$ cat config.mk
export PLATFORM = sky130hd
export DESIGN_NAME = int_block_multiplier_flat
export DESIGN_NICKNAME = d
export VERILOG_FILES = /design/src/rtl/int_block_multiplier_pkg.sv /design/src/rtl/int_block_multiplier_if.sv /design/src/rtl/int_block_multiplier_mac_unit.sv /design/src/rtl/int_block_multiplier.sv /design/src/flat_wrapper.sv
export SDC_FILE = /design/constraint.sdc
export NUM_CORES = 2
export LEC_CHECK = 0
export CAP_MARGIN = 20
export CORE_AREA = 5 5 601 603
export CTS_CLUSTER_DIAMETER = 150
export DETAILED_ROUTE_END_ITERATION = 12
export DIE_AREA = 0 0 606 608
export PLACE_DENSITY = 0.44
export SETUP_SLACK_MARGIN = 0.1
export SLEW_MARGIN = 10
export SYNTH_ARGS = -nofsm -noshare
export SYNTH_HDL_FRONTEND = slang
export SYNTH_SLANG_ARGS = --single-unit
$ cat constraint.sdc
create_clock -name clk -period 19.55 [get_ports clk]
set_clock_uncertainty 0.1 [all_clocks]
set_input_delay 3.91 -clock clk [delete_from_list [all_inputs] [get_ports clk]]
set_output_delay 3.91 -clock clk [all_outputs]
set_load 0.02 [all_outputs]
$ cat src/rtl/int_block_multiplier_pkg.sv
// Shared constants, FSM state encoding and flat-block slice helper for the
// integer block multiplier and its MAC sub-unit.
package int_block_pkg;

    localparam int DIM    = 4;
    localparam int WIDTH  = 32;
    localparam int FLAT_W = DIM * DIM * WIDTH;
    localparam int IDX_W  = $clog2(FLAT_W);

    typedef enum logic [1:0] {
        IDLE = 2'd0,
        MAC  = 2'd1,
        DONE = 2'd2
    } state_t;

    // Bit offset of element (m,n) in a row-major flattened block.
    function automatic logic [IDX_W-1:0] flat_idx(input logic [1:0] m, input logic [1:0] n);
        return IDX_W'((int'(m) * DIM + int'(n)) * WIDTH);
    endfunction

endpackage

$ cat src/rtl/int_block_multiplier_if.sv
// Strobe/ready/ack block-arithmetic handshake between the matrix-multiply
// controller (master) and a block multiplier (slave).
interface int_block_multiplier_if;
    import int_block_pkg::*;

    logic              A_stb;
    logic              B_stb;
    logic              result_ack;
    logic [FLAT_W-1:0] A;
    logic [FLAT_W-1:0] B;
    logic              result_ready;
    logic [FLAT_W-1:0] result;

    modport master (
        output A_stb, B_stb, result_ack, A, B,
        input  result_ready, result
    );

    modport slave (
        input  A_stb, B_stb, result_ack, A, B,
        output result_ready, result
    );

endinterface

$ cat src/rtl/int_block_multiplier_mac_unit.sv
// Wrap-around multiply-accumulate: sum = (clear ? 0 : acc) + a*b mod 2^WIDTH.
// Latency: combinational, zero cycles.
// Backpressure: none; evaluated every cycle by the caller.
module int_mac_unit
    import int_block_pkg::*;
(
    input  logic             clear,
    input  logic [WIDTH-1:0] acc,
    input  logic [WIDTH-1:0] a,
    input  logic [WIDTH-1:0] b,
    output logic [WIDTH-1:0] sum
);

    logic [WIDTH-1:0] prod;
    logic [WIDTH-1:0] base;

    // Only the low WIDTH bits matter, so signedness is irrelevant.
    assign prod = a * b;
    assign base = clear ? '0 : acc;
    assign sum  = base + prod;

endmodule

$ cat src/rtl/int_block_multiplier.sv
// Integer 4x4 block multiplier C = A*B, one MAC per cycle, k fastest then n then m.
// Latency: 64 cycles from the accept edge to result_ready.
// Backpressure: result held until result_ack; re-accept needs both strobes seen low in IDLE.
module int_block_multiplier
    import int_block_pkg::*;
(
    input  logic                 clk,
    input  logic                 reset,
    int_block_multiplier_if.slave bus
);

    state_t            state;
    logic              armed;
    logic [FLAT_W-1:0] aq;
    logic [FLAT_W-1:0] bq;
    logic [FLAT_W-1:0] res_q;
    logic              rdy_q;
    logic [WIDTH-1:0]  acc;
    logic [1:0]        m;
    logic [1:0]        n;
    logic [1:0]        k;

    logic [WIDTH-1:0]  a_el;
    logic [WIDTH-1:0]  b_el;
    logic [WIDTH-1:0]  acc_next;
    logic              accept;
    logic              last_step;

    assign accept    = (state == IDLE) && bus.A_stb && bus.B_stb && armed;
    assign last_step = (m == 2'd3) && (n == 2'd3) && (k == 2'd3);

    always_comb begin
        a_el = aq[flat_idx(m, k) +: WIDTH];
        b_el = bq[flat_idx(k, n) +: WIDTH];
    end

    int_mac_unit u_mac (
        .clear (k == 2'd0),
        .acc   (acc),
        .a     (a_el),
        .b     (b_el),
        .sum   (acc_next)
    );

    always_ff @(posedge clk or negedge reset) begin
        if (!reset) begin
            state <= IDLE;
            armed <= 1'b1;
            aq    <= '0;
            bq    <= '0;
            res_q <= '0;
            rdy_q <= 1'b0;
            acc   <= '0;
            m     <= '0;
            n     <= '0;
            k     <= '0;
        end else begin
            case (state)
                IDLE: begin
                    if (accept) begin
                        aq    <= bus.A;
                        bq    <= bus.B;
                        acc   <= '0;
                        m     <= '0;
                        n     <= '0;
                        k     <= '0;
                        armed <= 1'b0;
                        state <= MAC;
                    end else if (!bus.A_stb && !bus.B_stb) begin
                        // Strobes must be seen low once before the next job is taken.
                        armed <= 1'b1;
                    end
                end

                MAC: begin
                    acc <= acc_next;
                    k   <= k + 2'd1;
                    if (k == 2'd3) begin
                        res_q[flat_idx(m, n) +: WIDTH] <= acc_next;
                        n <= n + 2'd1;
                        if (n == 2'd3) begin
                            m <= m + 2'd1;
                        end
                    end
                    if (last_step) begin
                        state <= DONE;
                        rdy_q <= 1'b1;
                    end
                end

                DONE: begin
                    if (bus.result_ack) begin
                        state <= IDLE;
                        rdy_q <= 1'b0;
                    end
                end

                default: begin
                    state <= IDLE;
                    rdy_q <= 1'b0;
                end
            endcase
        end
    end

    assign bus.result       = res_q;
    assign bus.result_ready = rdy_q;

endmodule

$ cat src/flat_wrapper.sv
// flat-port wrapper written by rule: the top's interface ports become plain ports
module int_block_multiplier_flat import int_block_pkg::*;
  (clk, reset, bus_A_stb, bus_B_stb, bus_result_ack, bus_A, bus_B, bus_result_ready, bus_result);
  int_block_multiplier_if bus_i ();
  input  logic clk;
  input  logic reset;
  input wire logic [$bits(bus_i.A_stb)-1:0] bus_A_stb;
  input wire logic [$bits(bus_i.B_stb)-1:0] bus_B_stb;
  input wire logic [$bits(bus_i.result_ack)-1:0] bus_result_ack;
  input wire logic [$bits(bus_i.A)-1:0] bus_A;
  input wire logic [$bits(bus_i.B)-1:0] bus_B;
  output wire logic [$bits(bus_i.result_ready)-1:0] bus_result_ready;
  output wire logic [$bits(bus_i.result)-1:0] bus_result;
  assign bus_i.A_stb = bus_A_stb;
  assign bus_i.B_stb = bus_B_stb;
  assign bus_i.result_ack = bus_result_ack;
  assign bus_i.A = bus_A;
  assign bus_i.B = bus_B;
  assign bus_result_ready = bus_i.result_ready;
  assign bus_result = bus_i.result;
  int_block_multiplier u_core (.clk(clk), .reset(reset), .bus(bus_i));
endmodule
# Word level (Yosys, flattened, before mapping)
# Index checks and enable logic that the tools add are counted.
word_totals:
  inputBits: 1029
  regBits: 1578
  output_inout_bits: 513
  elab_cells: 74
op_classes:
  n_mul: 1
  n_reduce_logical: 20
  n_bitwise: 1
  shift: 4
  mux: 20
  n_eq_ne: 10
  add_sub_neg: 8
ops:
  columns: ["operator", "count"]
  rows:
  - ["512-bit by 10-bit variable part select with 32-bit output", 2]
  - ["512-bit bitwise mux", 1]
  - ["32-bit by 11-bit variable shift with 512-bit output, first input constant", 1]
  - ["32-bit by 11-bit variable part select with 512-bit output", 1]
  - ["32-bit 2-to-1 mux", 2]
  - ["32-bit one-hot mux with 2 select lines", 1]
  - ["32-bit adder", 1]
  - ["32-bit by 32-bit multiplier with 32-bit output", 1]
  - ["2-bit 2-to-1 mux", 7]
  - ["4-bit by 2-bit adder with 4-bit output", 3]
  - ["2-bit one-hot mux with 2 select lines", 3]
  - ["9-bit negation with 11-bit output", 1]
  - ["3-bit AND reduction", 3]
  - ["2-bit equality test, second input constant", 4]
  - ["2-bit by 1-bit inequality test with 1-bit output, second input constant", 4]
  - ["2-bit AND reduction", 4]
  - ["2-bit by 1-bit adder with 2-bit output, second input constant", 3]
  - ["1-bit logical AND", 6]
  - ["2-bit one-hot mux with 3 select lines", 1]
  - ["2-bit zero test", 2]
  - ["1-bit 2-to-1 mux", 4]
  - ["4-bit AND reduction", 1]
  - ["2-bit nonzero test", 2]
  - ["1-bit one-hot mux with 3 select lines", 1]
  - ["other kinds (4)", 5]

# Depth between registers and ports, before layout
logic_depth:
  ltp_word: 6
  mapped_depth: 40

# Hierarchy
# Synthesis repeated with hierarchy kept, for this count alone.
unflattened:
  cells_unflattened: 6381
  hier_area_um2: 84278.3
modules_own_cells:
  columns: ["mod", "area_each_um2", "cells_per_inst", "seq_area_each_um2", "instances"]
  rows:
  - ["int_block_multiplier", 67104.4, 4468, 39489.1, 1]
  - ["int_mac_unit", 17174.0, 1913, 0.0, 1]

# Least setup slack after synthesis
# No wires, ideal clock.
synth_path:
  path_kind: "register to register"
  from: "reg u_core.n[0]"
  to: "reg u_core.res_q[157], in the netlist u_core.bus.result[157]"
  arrival_ns: 9.066
  required_ns: 19.314
  n_path_buf: 7
  setup_ns: 0.136
  stages_incl_launch_ff: 36
  slack_ns: 10.248
  cell_sequence: "dfrtp_1 -> buf_6 -> buf_6 -> buf_6 -> buf_6 -> buf_6 -> mux4_2 -> mux4_2 -> inv_1 -> clkbuf_1 -> nor2_1 -> fa_1 -> fa_1 -> fa_1 -> inv_1 -> fa_1 -> inv_1 -> fa_1 -> inv_1 -> fa_1 -> inv_1 -> fa_1 -> inv_1 -> fa_1 -> inv_1 -> ha_1 -> a21oi_1 -> o21ai_0 -> a31oi_1 -> a21boi_0 -> a211o_1 -> nor3_1 -> nor3_1 -> xnor2_1 -> clkbuf_1 -> o21ai_0"
synth_between:
  elab_chain_len: 6
  elab_cells_between_ends: 9
synth_lines:
  columns: ["item", "line_no", "rtl"]
  rows:
  - ["start: declaration", "int_block_multiplier.sv:20", "logic [1:0] n;"]
  - ["start signal: assignment", "int_block_multiplier.sv:80", "n <= n + 2'd1;"]
  - ["4-bit by 2-bit adder with 4-bit output", "int_block_multiplier_pkg.sv:18", "return IDX_W'((int'(m) * DIM + int'(n)) * WIDTH);"]
  - ["512-bit by 10-bit variable part select with 32-bit output", "int_block_multiplier.sv:34", "b_el = bq[flat_idx(k, n) +: WIDTH];"]
  - ["32-bit by 32-bit multiplier with 32-bit output", "int_block_multiplier_mac_unit.sv:18", "assign prod = a * b;"]
  - ["32-bit adder", "int_block_multiplier_mac_unit.sv:20", "assign sum = base + prod;"]
  - ["32-bit by 11-bit variable part select with 512-bit output", "int_block_multiplier.sv:79", "res_q[flat_idx(m, n) +: WIDTH] <= acc_next;"]
  - ["512-bit bitwise mux *", "int_block_multiplier.sv:79", null]
  - ["end signal: indexed assignment", "int_block_multiplier.sv:79", null]
  - ["end: declaration", "int_block_multiplier.sv:16", "logic [FLAT_W-1:0] res_q;"]
# Mark *: on every way between the ends. The rest lies on a longest branch, timed or not.
# A chain may end at the register's enable or synchronous reset.

# Final worst setup path
layout_path:
  from: "reg u_core.k[0]"
  to: "reg u_core.res_q[90], in the netlist u_core.bus.result[90]"
layout_between:
  elab_chain_len: 6
  elab_cells_between_ends: 12
layout_lines:
  columns: ["item", "line_no", "rtl"]
  rows:
  - ["start: declaration", "int_block_multiplier.sv:21", "logic [1:0] k;"]
  - ["start signal: assignment", "int_block_multiplier.sv:77", "k <= k + 2'd1;"]
  - ["4-bit by 2-bit adder with 4-bit output", "int_block_multiplier_pkg.sv:18", null]
  - ["512-bit by 10-bit variable part select with 32-bit output (on tied branches)", "int_block_multiplier.sv:33, int_block_multiplier.sv:34", null]
  - ["32-bit by 32-bit multiplier with 32-bit output", "int_block_multiplier_mac_unit.sv:18", null]
  - ["32-bit adder", "int_block_multiplier_mac_unit.sv:20", null]
  - ["32-bit by 11-bit variable part select with 512-bit output", "int_block_multiplier.sv:79", null]
  - ["512-bit bitwise mux", "int_block_multiplier.sv:79", null]
# Parallel ways exist; a longest one is shown, timed or not.

==> out/summary.md <==
• finished, final reports clean — run status
• 82.4 MHz — peak clock frequency supported by timing
• 13.2k — count of non-filler cells in the finished layout
• 4 — buffers from clock root to sink, at most
• 0 — Resized cells post-CTS
• 3846 — DRC violation total after the first TritonRoute iteration
• flop — Worst Setup End Kind
• 0 — Synth Warn #
• yes — TritonCTS clock tree
• 0.377 ns — Hold WS
• 33.5% — area delta synth->final
• 0.99 ns — largest stage delay on the critical path
• 22.7% — layout cells sized above 1
• 4 — H-tree depth reported by CTS
• 4.53 — post-detailed-route via-to-cell ratio
• no — setup repair after global routing missed its margin
• 63.6k — vias in the first global route
• 23.4% — initial core utilization
• 0 — count of nets left with antenna violations after detail routing
• 0.368 mm2 — Total Die Area
• 0 — number of enable flip-flop cells after synthesis
• 193 — CTS Buf Count
• dfrtp_1 — most used flip-flop cell after synthesis
• 0 — quantity of hold-fixing buffers added after cts
• 322 — antenna violations before repair
• 0 — number of design rule violations left after detail routing
• 0.92 ns — later-pin clock latency in the skew report
• 0 — number of buffers inserted by post-CTS setup repair
• 0 — max-cap viol count
• 0 ns — post-route setup TNS
• 0.0831 mm2 — summed instance area of the synthesized netlist
• fa_1 — dominant cell type by count on the critical path
• 1578 — Synth Register Bits
• 545 mm — global-route wire length before repair
• 608 um — y dimension of the die
• flop — Startpoint Class
• 1541 — number of buffers added on ports
• 0.853 — gpl congestion
• 12.8k — placed instance count
• dfrtp_1, mux2_2, fa_1, mux4_2, nand2_1 — largest cells by area after synthesis
• 62.1% — period utilisation layout
• 43 — Worst Path Max Fanout
• 0.06 ns — register clock-pin slew on the reported worst setup and hold paths
• 12.14 ns — shortest clock period the worst path allows after layout
• flop to flop — Tightest Hold Check Type
• 606 um — die width
• 21.1% — all-layer global routing usage
• 59.8k — vias after detailed routing
• 47.5% — top-area cell type share of the netlist area
• 36.2k — fillers
• dfrtp_1 — cell type contributing the most total cell area after synthesis
• flop to flop — startpoint-to-endpoint class of the critical path
• 30.2 um — final routed wire length divided by cell count
• 20.22 ns — Required @ worst endpoint
• 0.355 mm2 — placeable core region
• 66 — number of distinct standard cells referenced by the synthesized netlist
• 100% — post-synthesis async set-or-reset flop share
• 1578 — CTS Sinks
• a221oi_1 — critical-path cell with the highest stage delay
• 0 — number of endpoints with negative hold slack in the final report
• 0 — max-slew violation count
• 219 — # rows
• 6732 — Cells after Synth
• 0 — remaining global-route overflow
• 9812 — Final #Nets
• 0 — final setup vio count
• 31.2% — utilization after layout
• 24.7% — Slew Limit Headroom
• 400 mm — final WL
• 47.5% — fraction of the yosys area taken by sequential cells
• 12.3 um2 — syn avg cell area
• 1542 — number of top-level pins
• clkbuf_16 — clk root buf
• 174 — largest net degree at the start of global routing
• 12.81 ns — arrival time reported for the critical path endpoint
• 1.13 ns — Worst Max-Slew Pin Slew
• 5 — detailed-routing iteration count for the pre-antenna-repair pass
• 318 mm — half-perimeter wire length after detailed placement
• 8332 — net count after synthesis
path summary, 6_finish.rpt:
check	from	end	slack [ns]	cells past startpoint
worst max-delay path	u_core.k[0]$_DFFE_PN0P_	u_core.bus.result[90]$_DFFE_PN0P_	7.41	30
worst min-delay path	u_core.bus.result[403]$_DFFE_PN0P_	u_core.bus.result[403]$_DFFE_PN0P_	0.38	2
worst max register to register	u_core.k[0]$_DFFE_PN0P_	u_core.bus.result[90]$_DFFE_PN0P_	7.41	30
worst min register to register	u_core.bus.result[403]$_DFFE_PN0P_	u_core.bus.result[403]$_DFFE_PN0P_	0.38	2
max in group asynchronous	reset	u_core.bq[181]$_DFFE_PN0P_	12.65	5
min in group asynchronous	reset	u_core.bus.result[333]$_DFFE_PN0P_	2.92	1
state kept, by name, indices dropped and copies added, names as in the netlist:
signal / count
u_core.acc: 32
u_core.bus.result: 512
u_core.state: 2
u_core.bq: 512
u_core.k: 2
u_core.aq: 512
u_core.n: 2
u_core.armed: 1
u_core.m: 2
u_core.bus.result_ready: 1
layout make-up:
| cell class | count | area (um2) | area share, % |
|---|---|---|---|
| inverter | 529 | 1990 | 1.79 |
| timing repair buffer | 1704 | 16800 | 15.1 |
| antenna | 97 | 243 | 0.219 |
| clock buffer | 290 | 5730 | 5.17 |
| multi-input combinational | 4206 | 40000 | 36.1 |
| clock inverter | 57 | 691 | 0.623 |
| tap | 4751 | 5940 | 5.36 |
| sequential | 1578 | 39500 | 35.6 |
layer usage:
layer	wire (um)	share of wire, %	track usage, %	vias to the layer above
met5	1210	0.30	0	-
met4	16000	4.0	6.69	184
met3	28300	7.1	5.77	870
met2	200000	50	37.2	2128
met1	154000	39	24.9	30856
li1	-	-	-	25749
layout by cell type (no fill, tap or decap), drive strengths merged, types with 4 or more instances in the layout:
cell type,count
a21o,14
a21oi,60
a221oi,22
a22oi,9
a31oi,7
and2,20
and3,5
buf,164
bufinv,8
clkbuf,290
clkdlybuf4s50,1540
clkinv,45
dfrtp,1577
diode,97
fa,438
ha,133
inv,531
mux2,1038
mux2i,47
mux4,256
nand2,869
nand2b,87
nand3,88
nor2,316
nor2b,27
nor3,8
o21a,13
o21ai,514
o31ai,71
or2,41
or3,4
xnor2,76
xor2,20
synthesized netlist by cell type (4+ instances only):
master and n:
o21ai_0 475, clkbuf_1 326, dfrtp_1 1577, a22oi_1 8, buf_6 22, a31oi_1 7, buf_1 8, buf_8 7
xnor2_1 74, mux4_2 249, buf_2 37, nor2b_1 27, or3_1 4, or2_2 41, buf_4 13, buf_12 6
a221oi_1 19, nor2_1 315, and3_1 5, nand2_1 864, o21ai_2 17, a21oi_1 60, ha_1 133, nand3_1 88
o21a_1 13, o31ai_1 71, clkinv_1 4, xor2_1 19, mux4_1 7, mux2_2 1038, fa_1 438, mux2i_1 47
o21ai_1 22, and2_1 19, nor3_1 8, a21o_1 14, inv_1 522, nand2b_1 87
kinds of logic (layout without fill, tap and decap cells):
| family | count (synthesis) | after routing | share of synthesized area [%] |
|---|---|---|---|
| mux | 1341 | 1341 | 21.6 |
| xor+xnor | 99 | 99 | 1.12 |
| fa+ha+maj | 571 | 571 | 12.6 |
| compound gates | 723 | 723 | 4.96 |
| flops | 1578 | 1578 | 47.5 |
| simple gates | 1472 | 1472 | 7.42 |
| other cells | 0 | 97 | 0 |
| buf+inv | 948 | 2580 | 4.81 |
per-stage QoR:
| step | worst slack (ns) | area (um2) |
|---|---|---|
| floorplan | 10.25 | 83100 |
| global placement | 6.73 | 104000 |
| detailed placement | 7.05 | 104000 |
| CTS | 7.03 | 111000 |
| global route | 6.33 | 111000 |
| finish | 7.41 | 111000 |
worst max-delay path, delay by kind of cell, from the launching register on:
| family | cells | cell delay [ns] |
|---|---|---|
| fa+ha+maj | 9 | 3.99 |
| mux | 1 | 0.61 |
| buf+inv | 7 | 2.16 |
| xor+xnor | 1 | 0.68 |
| flops | 1 | 0.69 |
| simple gates | 4 | 0.50 |
| compound gates | 8 | 3.17 |
Power is not shown: default switching activity piles up to over one toggle a cycle in this logic, so the estimate is an artifact.
